===== config.mk =====
export PLATFORM = sky130hd
export DESIGN_NAME = mac_tx_arp_ip_arbiter
export DESIGN_NICKNAME = d
export VERILOG_FILES = /design/src/rtl/mac_tx_arp_ip_arbiter_pkg.sv /design/src/rtl/mac_tx_arp_ip_arbiter_rr.sv /design/src/rtl/mac_tx_arp_ip_arbiter.sv
export SDC_FILE = /design/constraint.sdc
export NUM_CORES = 1
export LEC_CHECK = 0
export ABC_AREA = 0
export CAP_MARGIN = 5
export CELL_PAD_IN_SITES_DETAIL_PLACEMENT = 0
export CELL_PAD_IN_SITES_GLOBAL_PLACEMENT = 2
export CORE_MARGIN = 5
export CORE_UTILIZATION = 31
export DETAILED_ROUTE_END_ITERATION = 10
export PLACE_DENSITY = 0.94
export SETUP_SLACK_MARGIN = 0.4
export SYNTH_ARGS = -nofsm -noshare
export SYNTH_HDL_FRONTEND = slang
export SYNTH_SLANG_ARGS = --single-unit

===== constraint.sdc =====
create_clock -name i_clk -period 5.1 [get_ports i_clk]
set_clock_uncertainty 0.2 [all_clocks]
set_input_delay 1.53 -clock i_clk [delete_from_list [all_inputs] [get_ports i_clk]]
set_output_delay 1.53 -clock i_clk [all_outputs]
set_load 0.1 [all_outputs]

===== src/rtl/mac_tx_arp_ip_arbiter_pkg.sv =====
// Shared definitions for the ARP/IP transmit arbiter: EtherType constants
// (also used by the receive-side demultiplexer) and the transmit FSM encoding.
package mac_tx_arp_ip_arbiter_pkg;

  localparam logic [15:0] ETH_TYPE_IP  = 16'h0800;
  localparam logic [15:0] ETH_TYPE_ARP = 16'h0806;

  typedef enum logic [2:0] {
    ST_IDLE  = 3'd0,
    ST_REQ   = 3'd1,
    ST_GRANT = 3'd2,
    ST_XFER  = 3'd3,
    ST_DRAIN = 3'd4,
    ST_GAP   = 3'd5
  } tx_state_e;

endpackage


===== src/rtl/mac_tx_arp_ip_arbiter_rr.sv =====
// Two-requester grant selector: fixed ARP priority or round-robin, where the
// pointer favours the source that did not own the last frame.
module tx_rr_arbiter #(
  parameter bit P_FIXED_ARP = 1'b1
) (
  input  logic clk_i,
  input  logic rst_ni,
  input  logic arp_req_i,
  input  logic ip_req_i,
  input  logic upd_i,
  input  logic upd_owner_arp_i,
  output logic arp_win_o,
  output logic ip_win_o
);

  logic favour_arp_q;
  logic favour_arp_d;

  // The update strobe is bypassed so a selection made in the same cycle
  // already sees the new pointer (matters when there is no idle gap).
  assign favour_arp_d = upd_i ? ~upd_owner_arp_i : favour_arp_q;

  always_ff @(posedge clk_i or negedge rst_ni) begin
    if (!rst_ni) favour_arp_q <= 1'b0;
    else         favour_arp_q <= favour_arp_d;
  end

  assign arp_win_o = arp_req_i & (~ip_req_i | P_FIXED_ARP | favour_arp_d);
  assign ip_win_o  = ip_req_i & ~arp_win_o;

endmodule


===== src/rtl/mac_tx_arp_ip_arbiter.sv =====
// Transmit-side ARP/IP arbiter: picks one source, handshakes with MAC_tx,
// streams the owner's bytes with EtherType/length, polices length, adds a gap.
module mac_tx_arp_ip_arbiter
  import mac_tx_arp_ip_arbiter_pkg::*;
#(
  parameter bit          P_ARP_PRIORITY = 1'b1,
  parameter int unsigned P_GAP_CYCLES   = 12
) (
  input  logic        i_clk,
  input  logic        i_rst,
  input  logic        i_arp_req,
  input  logic [15:0] i_arp_len,
  output logic        o_arp_grant,
  input  logic [7:0]  i_arp_data,
  input  logic        i_arp_last,
  input  logic        i_arp_valid,
  input  logic        i_ip_req,
  input  logic [15:0] i_ip_len,
  output logic        o_ip_grant,
  input  logic [7:0]  i_ip_data,
  input  logic        i_ip_last,
  input  logic        i_ip_valid,
  output logic        o_mac_req,
  input  logic        i_mac_ready,
  output logic [15:0] o_send_type,
  output logic [15:0] o_send_len,
  output logic [7:0]  o_send_data,
  output logic        o_send_last,
  output logic        o_send_valid,
  output logic        o_len_error,
  output logic        o_busy,
  output logic [2:0]  o_dbg_state
);

  localparam int unsigned GAP_LAST_I = (P_GAP_CYCLES == 0) ? 0 : P_GAP_CYCLES - 1;
  localparam logic [15:0] GAP_LAST   = 16'(GAP_LAST_I);
  localparam tx_state_e   END_STATE  = (P_GAP_CYCLES == 0) ? ST_IDLE : ST_GAP;

  tx_state_e   state_q;
  logic        owner_arp_q;
  logic [15:0] send_type_q, send_len_q;
  logic [15:0] cnt_q, cnt_d;
  logic [15:0] gap_q;
  logic        mac_req_q, arp_grant_q, ip_grant_q;
  logic [7:0]  send_data_q;
  logic        send_last_q, send_valid_q, len_error_q;
  logic        rr_upd_q;

  logic        arb_arp, arb_ip;
  logic        own_valid, own_last;
  logic [7:0]  own_data;
  logic        len_checked, len_hit, frame_end;

  tx_rr_arbiter #(
    .P_FIXED_ARP(P_ARP_PRIORITY)
  ) u_rr (
    .clk_i          (i_clk),
    .rst_ni         (i_rst),
    .arp_req_i      (i_arp_req),
    .ip_req_i       (i_ip_req),
    .upd_i          (rr_upd_q),
    .upd_owner_arp_i(owner_arp_q),
    .arp_win_o      (arb_arp),
    .ip_win_o       (arb_ip)
  );

  assign own_valid   = owner_arp_q ? i_arp_valid : i_ip_valid;
  assign own_last    = owner_arp_q ? i_arp_last  : i_ip_last;
  assign own_data    = owner_arp_q ? i_arp_data  : i_ip_data;
  assign cnt_d       = cnt_q + 16'd1;
  assign len_checked = (send_len_q != 16'd0);
  assign len_hit     = len_checked && (cnt_d == send_len_q);
  // The counter never passes len, so any owner last in XFER/DRAIN ends the frame.
  assign frame_end   = ((state_q == ST_XFER) || (state_q == ST_DRAIN)) && own_valid && own_last;

  // MAC handshake: o_mac_req is held until a cycle with i_mac_ready high;
  // that cycle completes the request and o_mac_req is low from the next cycle.
  always_ff @(posedge i_clk or negedge i_rst) begin
    if (!i_rst) begin
      state_q      <= ST_IDLE;
      owner_arp_q  <= 1'b0;
      send_type_q  <= 16'd0;
      send_len_q   <= 16'd0;
      cnt_q        <= 16'd0;
      gap_q        <= 16'd0;
      mac_req_q    <= 1'b0;
      arp_grant_q  <= 1'b0;
      ip_grant_q   <= 1'b0;
      send_data_q  <= 8'd0;
      send_last_q  <= 1'b0;
      send_valid_q <= 1'b0;
      len_error_q  <= 1'b0;
      rr_upd_q     <= 1'b0;
    end else begin
      arp_grant_q  <= 1'b0;
      ip_grant_q   <= 1'b0;
      send_valid_q <= 1'b0;
      send_last_q  <= 1'b0;
      len_error_q  <= 1'b0;
      rr_upd_q     <= 1'b0;
      case (state_q)
        ST_IDLE: begin
          if (arb_arp || arb_ip) begin
            owner_arp_q <= arb_arp;
            send_type_q <= arb_arp ? ETH_TYPE_ARP : ETH_TYPE_IP;
            send_len_q  <= arb_arp ? i_arp_len : i_ip_len;
            mac_req_q   <= 1'b1;
            state_q     <= ST_REQ;
          end
        end
        ST_REQ: begin
          if (i_mac_ready) begin
            mac_req_q   <= 1'b0;
            arp_grant_q <= owner_arp_q;
            ip_grant_q  <= ~owner_arp_q;
            cnt_q       <= 16'd0;
            state_q     <= ST_GRANT;
          end
        end
        ST_GRANT: state_q <= ST_XFER;
        ST_XFER: begin
          if (own_valid) begin
            cnt_q        <= cnt_d;
            send_valid_q <= 1'b1;
            send_data_q  <= own_data;
            if (len_hit) begin
              send_last_q <= 1'b1;
              len_error_q <= ~own_last;
              if (!own_last) state_q <= ST_DRAIN;
            end else if (own_last) begin
              send_last_q <= 1'b1;
              len_error_q <= len_checked;
            end
          end
        end
        ST_DRAIN: ;
        ST_GAP: begin
          if (gap_q == GAP_LAST) state_q <= ST_IDLE;
          else                   gap_q   <= gap_q + 16'd1;
        end
        default: state_q <= ST_IDLE;
      endcase
      if (frame_end) begin
        state_q  <= END_STATE;
        gap_q    <= 16'd0;
        rr_upd_q <= 1'b1;
      end
    end
  end

  assign o_arp_grant  = arp_grant_q;
  assign o_ip_grant   = ip_grant_q;
  assign o_mac_req    = mac_req_q;
  assign o_send_type  = send_type_q;
  assign o_send_len   = send_len_q;
  assign o_send_data  = send_data_q;
  assign o_send_last  = send_last_q;
  assign o_send_valid = send_valid_q;
  assign o_len_error  = len_error_q;
  assign o_busy       = (state_q != ST_IDLE);
  assign o_dbg_state  = state_q;

endmodule


==> results.toml <==
[run_status]
run_status = "complete, no violations"

[power_and_ir_drop]
internal_power_w = 0.00165
fraction_of_power_spent_switching_nets_pct = 53.5
ir_worst_vdd_mv = 0.557
powerDensity_nw_per_um2 = 668
p_leak_nw = 2.21
seqPwrFrac_pct = 24.7
power_frac_comb_pct = 56.3
switchingPower_w = 0.00190
power_frac_clock_pct = 19.0

[final_layout]
share_of_cells_above_drive_strength_1_pct = 5.78
fillCellCount = 1301
final_nets = 590
num_antenna_cells = 0
synthesis_to_layout_area_growth_pct = 33.3

[clocking]
post_cts_hold_buffer_count = 0
cts_sinks = 67
cts_resized = 0
postCtsSetupRepairBufs = 0
numCtsBuffers = 9
clock_tree.root_cell = "sky130_fd_sc_hd__clkbuf_16"
worst_skew_pair.late_latency_ns = 0.33
clock_tree_from_tritoncts = "yes"
cts_max_level = 3
path_clk_slew_ns = 0.05
cts.path.max_buffers = 2

[worst_setup_path]
worstPathRequired_ns = 3.37
worst_path_cell_chain = "or3_1 > clkdlybuf4s50_1"
critical_path_peak_fanout = 13
setup.worst_path.class = "register to output pin"
r2r_slack_ns = 1.65
crit_path_start_kind = "register"
cpPeakStageDelay_ns = 1.18
r2r.worst_path.cells = 7
capture_point_of_the_worst_reg_to_reg_path = "o_dbg_state[0]$_DFFE_PN0P_"
worstPathArrival_ns = 2.29
critPathCaptureType = "output pin"
critPathSlowestCell = "sky130_fd_sc_hd__clkdlybuf4s50_1"
r2r_start = "cnt_q[0]$_DFFE_PN0P_"

[yosys]
netlist.area_leader.share_pct = 42.0
synthCells = 452
yosysWarnings = 0
synth_most_common_cell = "sky130_fd_sc_hd__dfrtp_1"
synth_top_cells_by_area = "sky130_fd_sc_hd__dfrtp_1 (42%), sky130_fd_sc_hd__mux2i_1 (6.8%), sky130_fd_sc_hd__o21ai_0 (5.0%), sky130_fd_sc_hd__nor2_1 (4.8%), sky130_fd_sc_hd__xnor2_1 (3.9%)"
synth.distinct_cells = 51
cell_area_after_synthesis_um2 = 4000
share_of_synthesized_cell_area_in_and_or_nand_and_nor_gates_pct = 23.0
parity_gate_share_of_the_synthesized_area_counting_xor_and_xnor_cells_pct = 6.36
synth.mux.area_fraction_pct = 7.05
async_flop_share_pct = 100
primary_flip_flop_cell_chosen_by_synthesis_mapping = "sky130_fd_sc_hd__dfrtp_1"
synth.cells.most_frequent = "sky130_fd_sc_hd__dfrtp_1 (67), sky130_fd_sc_hd__nor2_1 (51), sky130_fd_sc_hd__o21ai_0 (40)"
yosysTopAreaCell = "sky130_fd_sc_hd__dfrtp_1"
yosys.area_share.adder_pct = 0.626
number_of_enable_type_register_cells_in_the_synthesized_netlist = 0
postSynthRegisterBits = 67
avgSynthCellArea_um2 = 8.84
synth-compound-area-share_pct = 14.2
synth-seq-area-share_pct = 42.0
synth_top_family_by_area = "simple AND/OR/NAND/NOR gates"

[sta]
grt_setup_unrepaired = "false"
layout_min_cycle_time_ns = 4.02
max-slew-margin-rel_pct = 30.1
worst_pin_slew_ns = 1.04
totalNegativeSetupSlack_ns = 0
post-route-period-util_pct = 78.9
worst_slack_ns = 1.08
timing.final.hold_violations = 0
final-setup-viol-count = 0
hold_slack_ns = 0.282
slew_violations = 0
fmaxAchievable_ghz = 0.249

[global_route]
gr-usage-met2_pct = 22.9
grt_pass1_vias = 3443
grtUsageMet1_pct = 18.3
globalRoute.totalOverflow = 0
track_usage_pct = 14.3
globalRoute.busiestLayer = "met2"
global_route_wire_length_before_repair_um = 17200
grt_start_max_net_pins = 68
grtUsageMet3_pct = 3.61
initial_antenna_violation_count = 0

[floorplan]
io_pins = 107
chipHeight_um = 124
fp.dieArea_um2 = 15300
std_cell_rows = 41
floorplan.initialDensity_pct = 31.7
die_wd_um = 124
core_region_area_um2 = 12600

[placement]
routabilityCongestion = 0.823
hpwlAfterDp_um = 7880
placement.setup.worst_slack_ns = 1.43
portBuffers = 93

[detailed_routing]
drc = 0
detail_route.wl_per_cell_um = 14.9
routed_wirelength_um = 10500
dr_vias_cell = 4.94
drt_first_iter_violations = 179
detailedRoute.firstPassIterationCount = 5
ant_nets = 0
via_count = 3501

[job]
drv.max_cap_violation_count = 0

[worst_hold_path]
hold_path_class = "register to register"
hold_start = "o_mac_req$_DFFE_PN0P_"
whs_endpoint = "o_mac_req$_DFFE_PN0P_"
timing.hold.worst_path_depth = 1
==> cell families (layout without fill, tap and decap cells) <==
kind of cell	after synthesis	in the layout
and+or+nand+nor	174	174
buffers and inverters	53	125
DFF	67	67
muxes	28	28
xor gates and xnor gates	29	29
adders and majority gates	2	2
other	1	13
AOI/OAI and AO/OA	98	98
==> layout make-up <==
type	count	area [um2]	share of cell area (%)
Multi-Input combinational cell	344	2100	39.4
Sequential cell	67	1680	31.5
Timing Repair Buffer	99	971	18.2
Clock buffer	11	243	4.56
Tap cell	172	215	4.04
Clock inverter	5	85.1	1.60
Inverter	10	37.5	0.705
==> critical path: cells and delay by family, from the launching register on <==
family	cells	cell delay [ns]
buffers and inverters	1	1.18
DFF	1	0.54
and+or+nand+nor	1	0.24
==> worst max path at each step <==
stage                               start                    end  slack (ns)
2_1_floorplan  o_dbg_state[2]$_DFFE_PN0P_                 o_busy        1.36
3_3_place_gp   o_dbg_state[1]$_DFFE_PN0P_                 o_busy        1.45
3_5_place_dp                   i_arp_last  gap_q[13]$_DFFE_PN0P_        1.43
4_1_cts        o_dbg_state[1]$_DFFE_PN0P_                 o_busy        1.07
5_1_grt        o_dbg_state[2]$_DFFE_PN0P_                 o_busy        0.98
6_report       o_dbg_state[2]$_DFFE_PN0P_                 o_busy        1.08
==> placed cells by master, fill, tap and decap left out, drive strengths merged, types with 4 or more instances in the layout <==
cell type / count
clkdlybuf4s50: 92
dfrtp: 67
nor2: 51
o21ai: 40
nand2: 39
a21oi: 31
mux2i: 27
xnor2: 18
conb: 13
nand3: 13
nor4: 12
xor2: 11
inv: 11
clkbuf: 11
or3: 10
nand4: 9
o31ai: 8
nor3: 8
buf: 7
and3: 6
o211ai: 5
nand3b: 4
or4: 4
and2: 4
a31oi: 4
==> metrics by stage <==
stage          power, W  utilization [%]  std cells  area (um2)
2_1_floorplan   0.00240                -        464        4040
3_3_place_gp    0.00287             39.6        692        5000
3_5_place_dp    0.00289             39.6        692        5000
4_1_cts         0.00359             42.2        708        5330
5_1_grt         0.00373             42.2        708        5330
6_report        0.00356             42.2        708        5330
==> power by group through the flow <==
| stage | Combinational (W) | Sequential (W) | Clock, W |
|---|---|---|---|
| 3_3_place_gp | 0.00199 | 0.000882 | 0 |
| 2_1_floorplan | 0.000709 | 0.00170 | 0 |
| 6_report | 0.00200 | 0.000878 | 0.000675 |
| 3_5_place_dp | 0.00200 | 0.000887 | 0 |
| 4_1_cts | 0.00201 | 0.000880 | 0.000691 |
| 5_1_grt | 0.00211 | 0.000909 | 0.000713 |
==> per-layer routing <==
| metal | part of all wire [%] | up-vias | routed length, um |
|---|---|---|---|
| li1 | - | 1735 | - |
| met1 | 44 | 1655 | 4610 |
| met2 | 48 | 94 | 5110 |
| met3 | 5.2 | 17 | 552 |
| met4 | 2.6 | 0 | 272 |
| met5 | 0 | - | 0 |
==> sequential cells by signal, summed over array words and instances (netlist names), 2 cells and up <==
register and cells:
gap_q 16, o_send_data 8, o_dbg_state 3, o_send_len 16
o_send_type 2, cnt_q 16
Note: power is estimated with default switching activity, not from simulation.
